File: config.mk
export PLATFORM = sky130hd
export DESIGN_NAME = fp_to_int_pipe
export DESIGN_NICKNAME = d
export VERILOG_FILES = /design/src/rtl/fp_to_int_pipe.sv
export SDC_FILE = /design/constraint.sdc
export NUM_CORES = 1
export LEC_CHECK = 0
export ABC_AREA = 1
export BUFFER_PORTS_ARGS = -buffer_cell sky130_fd_sc_hd__buf_4
export CAP_MARGIN = 5
export CORE_MARGIN = 3
export CORE_UTILIZATION = 60
export DETAILED_ROUTE_END_ITERATION = 16
export PLACE_DENSITY = 0.82
export SYNTH_ARGS = -nofsm -noshare
export SYNTH_HDL_FRONTEND = slang
export SYNTH_SLANG_ARGS = --single-unit
File: constraint.sdc
create_clock -name clk_i -period 3.82 [get_ports clk_i]
set_input_delay 0.382 -clock clk_i [delete_from_list [all_inputs] [get_ports clk_i]]
set_output_delay 0.382 -clock clk_i [all_outputs]
set_load 0.02 [all_outputs]
File: src/rtl/fp_to_int_pipe.sv
// fp_to_int_pipe: two-stage pipelined float -> integer converter (fcvt.w[u].s class).
// Ports:
//   clk_i, rst_i              clock (rising edge), asynchronous active-high reset
//   in_valid_i / in_ready_o   input handshake
//   fp_i                      {sign, exponent, mantissa}
//   unsigned_i                1: unsigned target, 0: signed target
//   rm_i                      rounding mode: RNE, RTZ, RDN, RUP, RMM; undefined codes act as RTZ
//   tag_i / tag_o             sideband tag carried with each op
//   out_valid_o / out_ready_i output handshake
//   int_o, nv_o, nx_o         result, invalid flag, inexact flag
module fp_to_int_pipe #(
  parameter int EXP_W = 8,
  parameter int MAN_W = 23,
  parameter int INT_W = 32,
  parameter int TAG_W = 4
) (
  input  logic                   clk_i,
  input  logic                   rst_i,
  input  logic                   in_valid_i,
  output logic                   in_ready_o,
  input  logic [EXP_W+MAN_W:0]   fp_i,
  input  logic                   unsigned_i,
  input  logic [2:0]             rm_i,
  input  logic [TAG_W-1:0]       tag_i,
  output logic                   out_valid_o,
  input  logic                   out_ready_i,
  output logic [INT_W-1:0]       int_o,
  output logic                   nv_o,
  output logic                   nx_o,
  output logic [TAG_W-1:0]       tag_o
);

  localparam int WW = INT_W + MAN_W + 1;   // INT_W integer bits + MAN_W+1 fraction bits
  localparam int SW = $clog2(INT_W + 1);
  localparam int EW = EXP_W + 2;
  localparam logic signed [EW-1:0] BIAS    = EW'((1 << (EXP_W - 1)) - 1);
  localparam logic signed [EW-1:0] INT_LIM = EW'(INT_W);
  localparam logic signed [EW-1:0] NEG1    = '1;

  // Stage registers
  logic               s1_valid_q, s1_valid_d;
  logic               s1_special_q, s1_special_d;   // NaN, inf or exponent too large
  logic               s1_sat_pos_q, s1_sat_pos_d;   // saturation direction for specials
  logic               s1_sign_q, s1_sign_d;
  logic               s1_uns_q, s1_uns_d;
  logic [2:0]         s1_rm_q, s1_rm_d;
  logic [TAG_W-1:0]   s1_tag_q, s1_tag_d;
  logic [INT_W-1:0]   s1_int_q, s1_int_d;
  logic               s1_guard_q, s1_guard_d;
  logic               s1_sticky_q, s1_sticky_d;

  logic               s2_valid_q, s2_valid_d;
  logic [INT_W-1:0]   s2_int_q, s2_int_d;
  logic               s2_nv_q, s2_nv_d;
  logic               s2_nx_q, s2_nx_d;
  logic [TAG_W-1:0]   s2_tag_q, s2_tag_d;

  logic s1_adv, s2_adv;

  // Stage 1 decode signals
  logic                   f_sign;
  logic [EXP_W-1:0]       f_exp;
  logic [MAN_W-1:0]       f_man;
  logic signed [EW-1:0]   unb_exp;
  logic [SW-1:0]          sh;
  logic [WW-1:0]          aligned;
  logic                   d_special, d_sat_pos, d_guard, d_sticky;
  logic [INT_W-1:0]       d_int;

  // Stage 2 rounding signals
  logic                   inc, in_range, sat_pos;
  logic [INT_W:0]         mag;
  logic [INT_W-1:0]       sat_val, r_int;
  logic                   r_nv, r_nx;

  assign s2_adv     = !s2_valid_q | out_ready_i;
  assign s1_adv     = !s1_valid_q | s2_adv;
  assign in_ready_o = s1_adv;

  // Decode and align: the hidden bit lands at weight 2^unb_exp, binary point at bit MAN_W+1,
  // so bit MAN_W is the guard and everything below folds into sticky.
  always_comb begin
    f_sign    = fp_i[EXP_W+MAN_W];
    f_exp     = fp_i[EXP_W+MAN_W-1:MAN_W];
    f_man     = fp_i[MAN_W-1:0];
    unb_exp   = $signed({2'b00, f_exp}) - BIAS;
    sh        = SW'(unb_exp + 1);
    aligned   = WW'({1'b1, f_man}) << sh;
    d_special = 1'b0;
    d_sat_pos = !f_sign;
    d_int     = '0;
    d_guard   = 1'b0;
    d_sticky  = 1'b0;
    if (f_exp == '1) begin
      d_special = 1'b1;
      d_sat_pos = (f_man != '0) | !f_sign;
    end else if (f_exp == '0) begin
      d_sticky = (f_man != '0);          // subnormal: far below one half
    end else if (unb_exp >= INT_LIM) begin
      d_special = 1'b1;                  // >= 2^INT_W: out of range for every target
    end else if (unb_exp >= NEG1) begin
      d_int    = aligned[WW-1:MAN_W+1];
      d_guard  = aligned[MAN_W];
      d_sticky = |aligned[MAN_W-1:0];
    end else begin
      d_sticky = 1'b1;
    end
  end

  // Round, range check and saturate
  always_comb begin
    case (s1_rm_q)
      3'b000:  inc = s1_guard_q & (s1_sticky_q | s1_int_q[0]);
      3'b010:  inc = s1_sign_q & (s1_guard_q | s1_sticky_q);
      3'b011:  inc = !s1_sign_q & (s1_guard_q | s1_sticky_q);
      3'b100:  inc = s1_guard_q;
      default: inc = 1'b0;
    endcase
    mag = {1'b0, s1_int_q} + (INT_W+1)'(inc);
    if (s1_uns_q)
      in_range = s1_sign_q ? (mag == '0) : !mag[INT_W];
    else if (s1_sign_q)
      in_range = !mag[INT_W] && (!mag[INT_W-1] || (mag[INT_W-2:0] == '0));
    else
      in_range = (mag[INT_W:INT_W-1] == 2'b00);
    sat_pos = s1_special_q ? s1_sat_pos_q : !s1_sign_q;
    if (s1_uns_q)
      sat_val = sat_pos ? '1 : '0;
    else
      sat_val = sat_pos ? {1'b0, {(INT_W-1){1'b1}}} : {1'b1, {(INT_W-1){1'b0}}};
    if (s1_special_q || !in_range) begin
      r_int = sat_val;
      r_nv  = 1'b1;
      r_nx  = 1'b0;
    end else begin
      r_int = s1_sign_q ? (INT_W'(0) - mag[INT_W-1:0]) : mag[INT_W-1:0];
      r_nv  = 1'b0;
      r_nx  = s1_guard_q | s1_sticky_q;
    end
  end

  always_comb begin
    s1_valid_d   = s1_valid_q;
    s1_special_d = s1_special_q;
    s1_sat_pos_d = s1_sat_pos_q;
    s1_sign_d    = s1_sign_q;
    s1_uns_d     = s1_uns_q;
    s1_rm_d      = s1_rm_q;
    s1_tag_d     = s1_tag_q;
    s1_int_d     = s1_int_q;
    s1_guard_d   = s1_guard_q;
    s1_sticky_d  = s1_sticky_q;
    s2_valid_d   = s2_valid_q;
    s2_int_d     = s2_int_q;
    s2_nv_d      = s2_nv_q;
    s2_nx_d      = s2_nx_q;
    s2_tag_d     = s2_tag_q;
    if (s1_adv) begin
      s1_valid_d = in_valid_i;
      if (in_valid_i) begin
        s1_special_d = d_special;
        s1_sat_pos_d = d_sat_pos;
        s1_sign_d    = f_sign;
        s1_uns_d     = unsigned_i;
        s1_rm_d      = rm_i;
        s1_tag_d     = tag_i;
        s1_int_d     = d_int;
        s1_guard_d   = d_guard;
        s1_sticky_d  = d_sticky;
      end
    end
    if (s2_adv) begin
      s2_valid_d = s1_valid_q;
      if (s1_valid_q) begin
        s2_int_d = r_int;
        s2_nv_d  = r_nv;
        s2_nx_d  = r_nx;
        s2_tag_d = s1_tag_q;
      end
    end
  end

  always_ff @(posedge clk_i or posedge rst_i) begin
    if (rst_i) begin
      s1_valid_q   <= 1'b0;
      s1_special_q <= 1'b0;
      s1_sat_pos_q <= 1'b0;
      s1_sign_q    <= 1'b0;
      s1_uns_q     <= 1'b0;
      s1_rm_q      <= '0;
      s1_tag_q     <= '0;
      s1_int_q     <= '0;
      s1_guard_q   <= 1'b0;
      s1_sticky_q  <= 1'b0;
      s2_valid_q   <= 1'b0;
      s2_int_q     <= '0;
      s2_nv_q      <= 1'b0;
      s2_nx_q      <= 1'b0;
      s2_tag_q     <= '0;
    end else begin
      s1_valid_q   <= s1_valid_d;
      s1_special_q <= s1_special_d;
      s1_sat_pos_q <= s1_sat_pos_d;
      s1_sign_q    <= s1_sign_d;
      s1_uns_q     <= s1_uns_d;
      s1_rm_q      <= s1_rm_d;
      s1_tag_q     <= s1_tag_d;
      s1_int_q     <= s1_int_d;
      s1_guard_q   <= s1_guard_d;
      s1_sticky_q  <= s1_sticky_d;
      s2_valid_q   <= s2_valid_d;
      s2_int_q     <= s2_int_d;
      s2_nv_q      <= s2_nv_d;
      s2_nx_q      <= s2_nx_d;
      s2_tag_q     <= s2_tag_d;
    end
  end

  assign out_valid_o = s2_valid_q;
  assign int_o       = s2_int_q;
  assign nv_o        = s2_nv_q;
  assign nx_o        = s2_nx_q;
  assign tag_o       = s2_tag_q;

endmodule
==> results.md, run 1 <==
- Outcome: completed
- Die height: 120 um
- WL final: 21.9 mm
- CTS resizes: 0
- Tmin final: 3.52 ns
- Post-Synth Adder-Cell Area: 0.0143
- Core area: 12700 um2
- Peak Freq: 284 MHz
- Ports: 84
- Initial drt markers: 740
- CP Class: flip-flop to flip-flop
- Logic gate share of total power: 0.478
- Reg2reg path depth: 21
- Final Hold Fails: 0
- Clock Sinks: 85
- Largest net degree at the start of global routing: 54
- Slew Limit Fails: 0
- Crit path max fanout: 26
- CTS Buf Count: 9
- N_diodes: 0
- Main combinational cell family by area after synthesis: simple AND/OR/NAND/NOR gates
- RSZ-0062 raised after global routing: false
- Period utilization: 0.922
- CTS Hold Bufs: 0
- Dpl cell area: 8640 um2
- Power Internal: 0.00235 W
- Yosys reg bits: 85
- Post-synth top cells: nand2_1 (514), o21ai_0 (129), inv_1 (121)
- Xor and xnor area share after synthesis: 0.0331
- Starting Density: 0.617
- Clk slew on worst S/H paths: 0.06 ns
- Post-CTS Setup Repair Bufs: 0
- Synth cell types: 41
- Worst Setup Start Kind: flip-flop
- Mapped Nets: 1370
- Finish-stage setup viols: 0
- Reg2reg end: int_o[6]
- WL per Instance: 14.0 um
- Post-synth EDFFs: 0
- Total negative setup slack: 0 ns
- Post-synthesis mux area share: 0.00127
- Final #Nets: 1436
- 1st-pass router iterations: 7
- Complex-gate fraction of the synthesized area: 0.158
- Root Buffer: clkbuf_16
- Slew @ Worst Pin: 0.964 ns
- Seq/Total Area, Yosys: 0.271
- Max-slew headroom: 0.357
- CP arrival: 3.81 ns
- Maximum vdd drop: 0.299 mV
- IO Port Bufs: 83
- Hpwl dp: 17.3 mm
- Reg2Reg Launch Point: s1_int_q[0]
- Seq pwr share: 0.304
- Clock Latency Late Sink: 0.34 ns
- # Max-Cap Violations: 0
- R2r setup slk: 0.30 ns
- Syn-to-layout area delta: 14.0%
- Synth area leaders: dfrtp_1 (27%), nand2_1 (25%), o21ai_0 (8.2%), nand3_1 (5.9%), inv_1 (5.8%)
- Via count: 8490
- H-Tree Depth: 3
- GRT Residual Overflow: 0
- Post-synth top flop: dfrtp_1
- Simple-gate portion of the synthesized area: 0.424
- CTS tree: built
- First-pass GRT wire length: 36.8 mm
- Total die area: 14500 um2
- P per Cell Area: 460 nW/um2
- Lkg Pwr: 4.68 nW
- Vias in the first global route: 7894
- Top cell type by total area after synthesis: dfrtp_1
- Post-Syn Area per Cell: 5.96 um2
- Switching power: 0.00177 W
- Tot GR Track Use: 0.310
- Clock Tree Buf Depth: 2
- Final setup skew: 0.00927 ns
- Count leader, synth: nand2_1
- Gpl congestion: 1.01
- Required @ worst endpoint: 4.10 ns
- Min-Delay Path Class: primary input to asynchronous set/reset pin
- Worst setup EP type: flip-flop
- Switch share: 0.430
- Post-route DRC: 0
- Row count: 41
- Synth async-reset ratio: 1.00
- Initial antenna violation count: 0
- Yosys top cell area share: 0.271
- Final ANT Viol Nets: 0
- Clock share of power: 0.218
- Share of layout cells above drive strength 1: 0.132
- Synth Instances: 1317
- Die Wd: 120 um
- Netlist Area Pre-Place: 7850 um2
- Vias/cell: 5.44
- Hold_ws: 0.196 ns
- YS warnings: 0
- Cell area after layout: 8950 um2
==> power by group through the flow <==
stage	Sequential, W	Combinational, W	Clock [W]
2_1_floorplan	0.00145	0.00114	0
6_report	0.00125	0.00197	0.000900
3_5_place_dp	0.00126	0.00195	0
3_3_place_gp	0.00126	0.00193	0
5_1_grt	0.00127	0.00219	0.000942
4_1_cts	0.00125	0.00196	0.000900
==> layout make-up <==
cell class / count / area (um2)
multi-input combinational: 1048 / 4960
fill: 1187 / 3770
sequential: 85 / 2130
timing repair buffer: 111 / 858
inverter: 128 / 482
clock buffer: 10 / 239
tap: 172 / 215
clock inverter: 6 / 70.1
==> cells by family (layout without fill, tap and decap cells) <==
kind of cell    after synthesis  after routing
compound gates              218            218
fa+ha+maj                     9              9
buf+inv                     184            255
flops                        85             85
xor+xnor                     28             28
mux                           1              1
simple gates                792            792
==> critical path: stages, from the launching register on <==
cell and delay (ns):
dfrtp_1 0.48, nor3_1 0.09, o41ai_1 0.29, buf_4 0.20
ha_1 0.25, nand2_4 0.12, nor2_8 0.20, nand2_2 0.11
o21ai_0 0.19, nand2_1 0.10, inv_1 0.12, nand2_1 0.07
nor2_1 0.12, nand2_1 0.09, nor2_1 0.15, nand3_1 0.10
nand2_2 0.09, nand2_4 0.09, buf_4 0.26, o21ai_1 0.17
nand2_1 0.07, nand2_1 0.09
==> stage by stage <==
step | std cells | total power (W) | setup slack, ns | utilization
CTS | 1560 | 0.00411 | 0.349 | 0.703
global placement | 1544 | 0.00318 | 0.462 | 0.679
finish | 1560 | 0.00412 | 0.297 | 0.703
detailed placement | 1544 | 0.00321 | 0.405 | 0.679
floorplan | 1317 | 0.00259 | 0.797 | -
global route | 1560 | 0.00441 | 0.00515 | 0.703
==> placed cells by master, fill, tap and decap left out, types with 4 or more instances in the layout <==
cell | netlist | final
nand2_1 | 514 | 514
o21ai_0 | 129 | 129
inv_1 | 121 | 120
nor2_1 | 120 | 119
buf_4 | 0 | 109
nand3_1 | 93 | 93
dfrtp_1 | 85 | 85
o22ai_1 | 27 | 27
xor2_1 | 25 | 25
o21ai_2 | 20 | 20
nand4_1 | 19 | 19
a21oi_1 | 17 | 17
a31oi_1 | 9 | 9
nor3_1 | 9 | 9
ha_1 | 9 | 9
clkbuf_16 | 0 | 9
nand2_2 | 8 | 8
o21ai_1 | 7 | 7
nor2_2 | 5 | 6
nor4_1 | 6 | 6
nand2_4 | 5 | 5
clkinv_1 | 5 | 5
nor2_4 | 4 | 4
==> worst max-delay path by stage <==
stage           startpoint  endpoint  slack (ns)  cells past startpoint
2_1_floorplan    s1_sign_q  int_o[6]        0.80                     25
3_3_place_gp   s1_sticky_q  int_o[6]        0.46                     27
3_5_place_dp   s1_sticky_q  int_o[6]        0.41                     27
4_1_cts        s1_int_q[0]  int_o[7]        0.35                     21
5_1_grt        s1_int_q[0]  int_o[6]       0.005                     23
6_report       s1_int_q[0]  int_o[6]        0.30                     21
==> layer usage <==
metal | GRT usage | up-vias | part of all wire
met2 | 0.545 | 274 | 0.49
met3 | 0.0374 | 54 | 0.048
li1 | - | 4373 | -
met1 | 0.390 | 3789 | 0.43
met4 | 0.121 | 0 | 0.036
met5 | 0 | - | 0
==> state kept, by name (all words and copies together), names as in the netlist <==
signal,flops
s1_rm_q,3
out_valid_o,1
int_o,32
s1_sign_q,1
nx_o,1
s1_tag_q,4
s1_uns_q,1
nv_o,1
s1_sat_pos_q,1
tag_o,4
s1_special_q,1
s1_int_q,32
s1_sticky_q,1
s1_valid_q,1
s1_guard_q,1
(Power assumes the default switching activity.)
==> run 2: changes to the inputs <==
--- a/config.mk
+++ b/config.mk
@@ -12,6 +12,7 @@
 export CORE_UTILIZATION = 60
 export DETAILED_ROUTE_END_ITERATION = 16
 export PLACE_DENSITY = 0.82
+export SETUP_SLACK_MARGIN = 0.5
 export SYNTH_ARGS = -nofsm -noshare
 export SYNTH_HDL_FRONTEND = slang
 export SYNTH_SLANG_ARGS = --single-unit
==> run 2 against run 1 <==
Net effect:
- clock skew shrank 0.0014 ns
- non-clock buffer count grew 18
- critical path depth grew 5
- fmax grew 5.2%
- sequential cell count is the same
- cell area grew 4.5%
- sequential power is essentially flat
- sequential share of layout area shrank 1.0 points
- largest power group unchanged
==> results.md, run 2 (synthesis results as in run 1) <==
- Outcome: completed
- Clk slew on worst S/H paths: 0.07 ns (about the same)
- Most frequent cells in the layout: nand2_1 (500), o21ai_0 (127), buf_4 (124), inv_1 (116), nor2_1 (107)
- Grt met3 use: 0.0370 (-0.000468)
- Grt met1 use: 0.390 (+0.000898)
- Multi-input logic area: 5190 um2 (+4.6%)
- Final #Nets: 1455 (+1.3%)
- CTS Hold Bufs: 0 (unchanged)
- Total die area: 14500 um2 (unchanged)
- Syn-to-layout area delta: 19.1%
- Core area: 12700 um2 (unchanged)
- Grt peak-use layer: met2
- Clock Latency Late Sink: 0.35 ns (about the same)
- P per Cell Area: 460 nW/um2 (-0.13%)
- Tmin final: 3.35 ns (-0.173 ns)
- Power Internal: 0.00244 W (+3.8%)
- GRT Residual Overflow: 0 (unchanged)
- Filler Cell Count: 1105 (-6.9%)
- Worst path most repeated cell: nand2_2
- Vias/cell: 5.51 (+1.3%)
- Share of layout cells above drive strength 1: 0.175 (+0.0430)
- Cell area after layout: 9350 um2 (+4.5%)
- Utilization after layout: 0.735 (+0.0316)
- Final Hold Fails: 0 (unchanged)
- First-pass GRT wire length: 36.8 mm (+0.21%)
- Die Wd: 120 um (unchanged)
- Root Buffer: clkbuf_16
- Post-route DRC: 0 (unchanged)
- 1st-pass router iterations: 7 (unchanged)
- Largest net degree at the start of global routing: 54 (unchanged)
- Peak Freq: 298 MHz (+5.2%)
- Critical path's top delay family: simple AND/OR/NAND/NOR gates
- RSZ-0062 raised after global routing: true
- Row count: 41 (unchanged)
- CP Class: flip-flop to flip-flop
- Final setup skew: 0.00784 ns (-0.00143 ns)
- Commonest non-fill, non-tap cell in the layout: nand2_1
- Slew @ Worst Pin: 0.949 ns (-0.0145 ns)
- Min-Delay Path Class: primary input to asynchronous set/reset pin
- Crit path max fanout: 8 (-69%)
- H-Tree Depth: 3 (unchanged)
- Place WS: 0.405 ns (unchanged)
- Slew Limit Fails: 0 (unchanged)
- Hpwl dp: 17.3 mm (unchanged)
- Die height: 120 um (unchanged)
- Final ANT Viol Nets: 0 (unchanged)
- Worst Path Buf+Inv: 3 (unchanged)
- Via count: 8705 (+2.5%)
- Gpl congestion: 1.01 (unchanged)
- Lkg Pwr: 4.78 nW (+2.1%)
- Met2 Use GR: 0.547 (+0.00210)
- Clock Tree Buf Depth: 2 (unchanged)
- Logic gate share of total power: 0.498 (+0.020)
- Clock share of power: 0.209 (-0.009)
- Period utilization: 0.877 (-0.0453)
- CTS Buf Count: 9 (unchanged)
- Initial drt markers: 758 (+2.4%)
- Worst Setup Start Kind: flip-flop
- Maximum vdd drop: 0.313 mV (+4.8%)
- IO Port Bufs: 83 (unchanged)
- Dpl cell area: 8640 um2 (unchanged)
- Tot GR Track Use: 0.311 (+0.000698)
- # Max-Cap Violations: 0 (unchanged)
- Ports: 84 (unchanged)
- N_diodes: 0 (unchanged)
- WL final: 23.0 mm (+5.4%)
- Switch share: 0.433 (+0.00313)
- CTS tree: built
- Vias in the first global route: 7895 (+0.013%)
- Worst setup EP type: flip-flop
- Max incr delay on CP: 0.39 ns (-0.09 ns)
- Seq pwr share: 0.292 (-0.012)
- Slowest CP cell: dfrtp_1
- Required @ worst endpoint: 4.05 ns (-0.05 ns)
- Hold_ws: 0.196 ns (-0.000404 ns)
- Total negative setup slack: 0 ns (unchanged)
- Post-route setup slack: 0.470 ns (+0.173 ns)
- Initial antenna violation count: 0 (unchanged)
- CP arrival: 3.58 ns (-0.23 ns)
- Max-slew headroom: 0.366 (+0.00965)
- Clock Sinks: 85 (unchanged)
- WL per Instance: 14.6 um (+4.1%)
- Switching power: 0.00186 W (+5.1%)
- Finish-stage setup viols: 0 (unchanged)
- Starting Density: 0.617 (unchanged)
- FF/Latch Area: 2130 um2 (about the same)
-- run 2: cell count changes in the layout (fill, tap and decap cells not counted), moves of 10 or more --
cell     change
nand2_1     -14
buf_4       +15
nor2_1      -12
nand2_2     +12
nor2_4      +10
-- run 2: area by class of cell --
cell class              count  share of cell area
repair buffers            129               0.110
inverters                 128              0.0519
well taps                 172              0.0230
flip-flops and latches     85               0.228
multi-input cells        1049               0.555
clock buffers              10              0.0256
clock inverters             6             0.00749
-- run 2: worst register-to-register path, stage by stage (launching register included) --
cell	delay [ns]
dfrtp_1	0.39
nor2_2	0.07
nor3_2	0.17
nand3_1	0.11
o41ai_2	0.06
buf_4	0.20
ha_4	0.18
nand2_8	0.08
nor2_4	0.21
nand2_4	0.12
nand2_2	0.11
nand2_2	0.06
inv_2	0.07
nand2_2	0.07
nor2_4	0.12
nand2_2	0.08
nor2_4	0.12
nand2_2	0.09
nor2_4	0.12
nand3_2	0.10
nand2_4	0.09
nand2_8	0.09
nand2_8	0.13
clkbuf_16	0.19
o21ai_2	0.06
nand2_1	0.07
nand2_1	0.08
-- run 2: repair_timing --
item / in CTS / in global routing
pin swaps: 1 / 30
cloned: 0 / 2
endpoints found under the setup margin: 31 / 33
setup buffers: 1 / 16
resized for setup: 8 / 58
-- run 2: per-stage QoR --
step / power [W] / instances
2_1_floorplan: 0.00259 / 1317
3_3_place_gp: 0.00318 / 1544
3_5_place_dp: 0.00321 / 1544
4_1_cts: 0.00413 / 1561
5_1_grt: 0.00458 / 1579
6_report: 0.00430 / 1579
-- run 2: routing by layer --
metal / vias up / part of all wire
met5: - / 0
met4: 0 / 0.036
met3: 59 / 0.055
met2: 326 / 0.50
met1: 3909 / 0.41
li1: 4411 / -
-- run 2: power groups by stage --
stage          Clock [W]  Combinational (W)  Sequential [W]
3_5_place_dp           0            0.00195         0.00126
2_1_floorplan          0            0.00114         0.00145
4_1_cts         0.000900            0.00198         0.00125
5_1_grt         0.000939            0.00237         0.00128
3_3_place_gp           0            0.00193         0.00126
6_report        0.000900            0.00214         0.00126
-- run 2: path summary, 6_finish.rpt --
| check | cells past startpoint | endpoint | slack [ns] | start |
|---|---|---|---|---|
| worst max-delay path | 26 | int_o[12] | 0.47 | s1_sticky_q |
| worst min-delay path | 2 | s1_tag_q[1] | 0.20 | rst_i |
| worst max register to register | 26 | int_o[12] | 0.47 | s1_sticky_q |
| worst min register to register | 2 | int_o[16] | 0.47 | int_o[16] |
| max in group asynchronous | 3 | s1_int_q[19] | 2.65 | rst_i |
| min in group clk_i | 3 | s1_rm_q[2] | 0.23 | rm_i[2] |
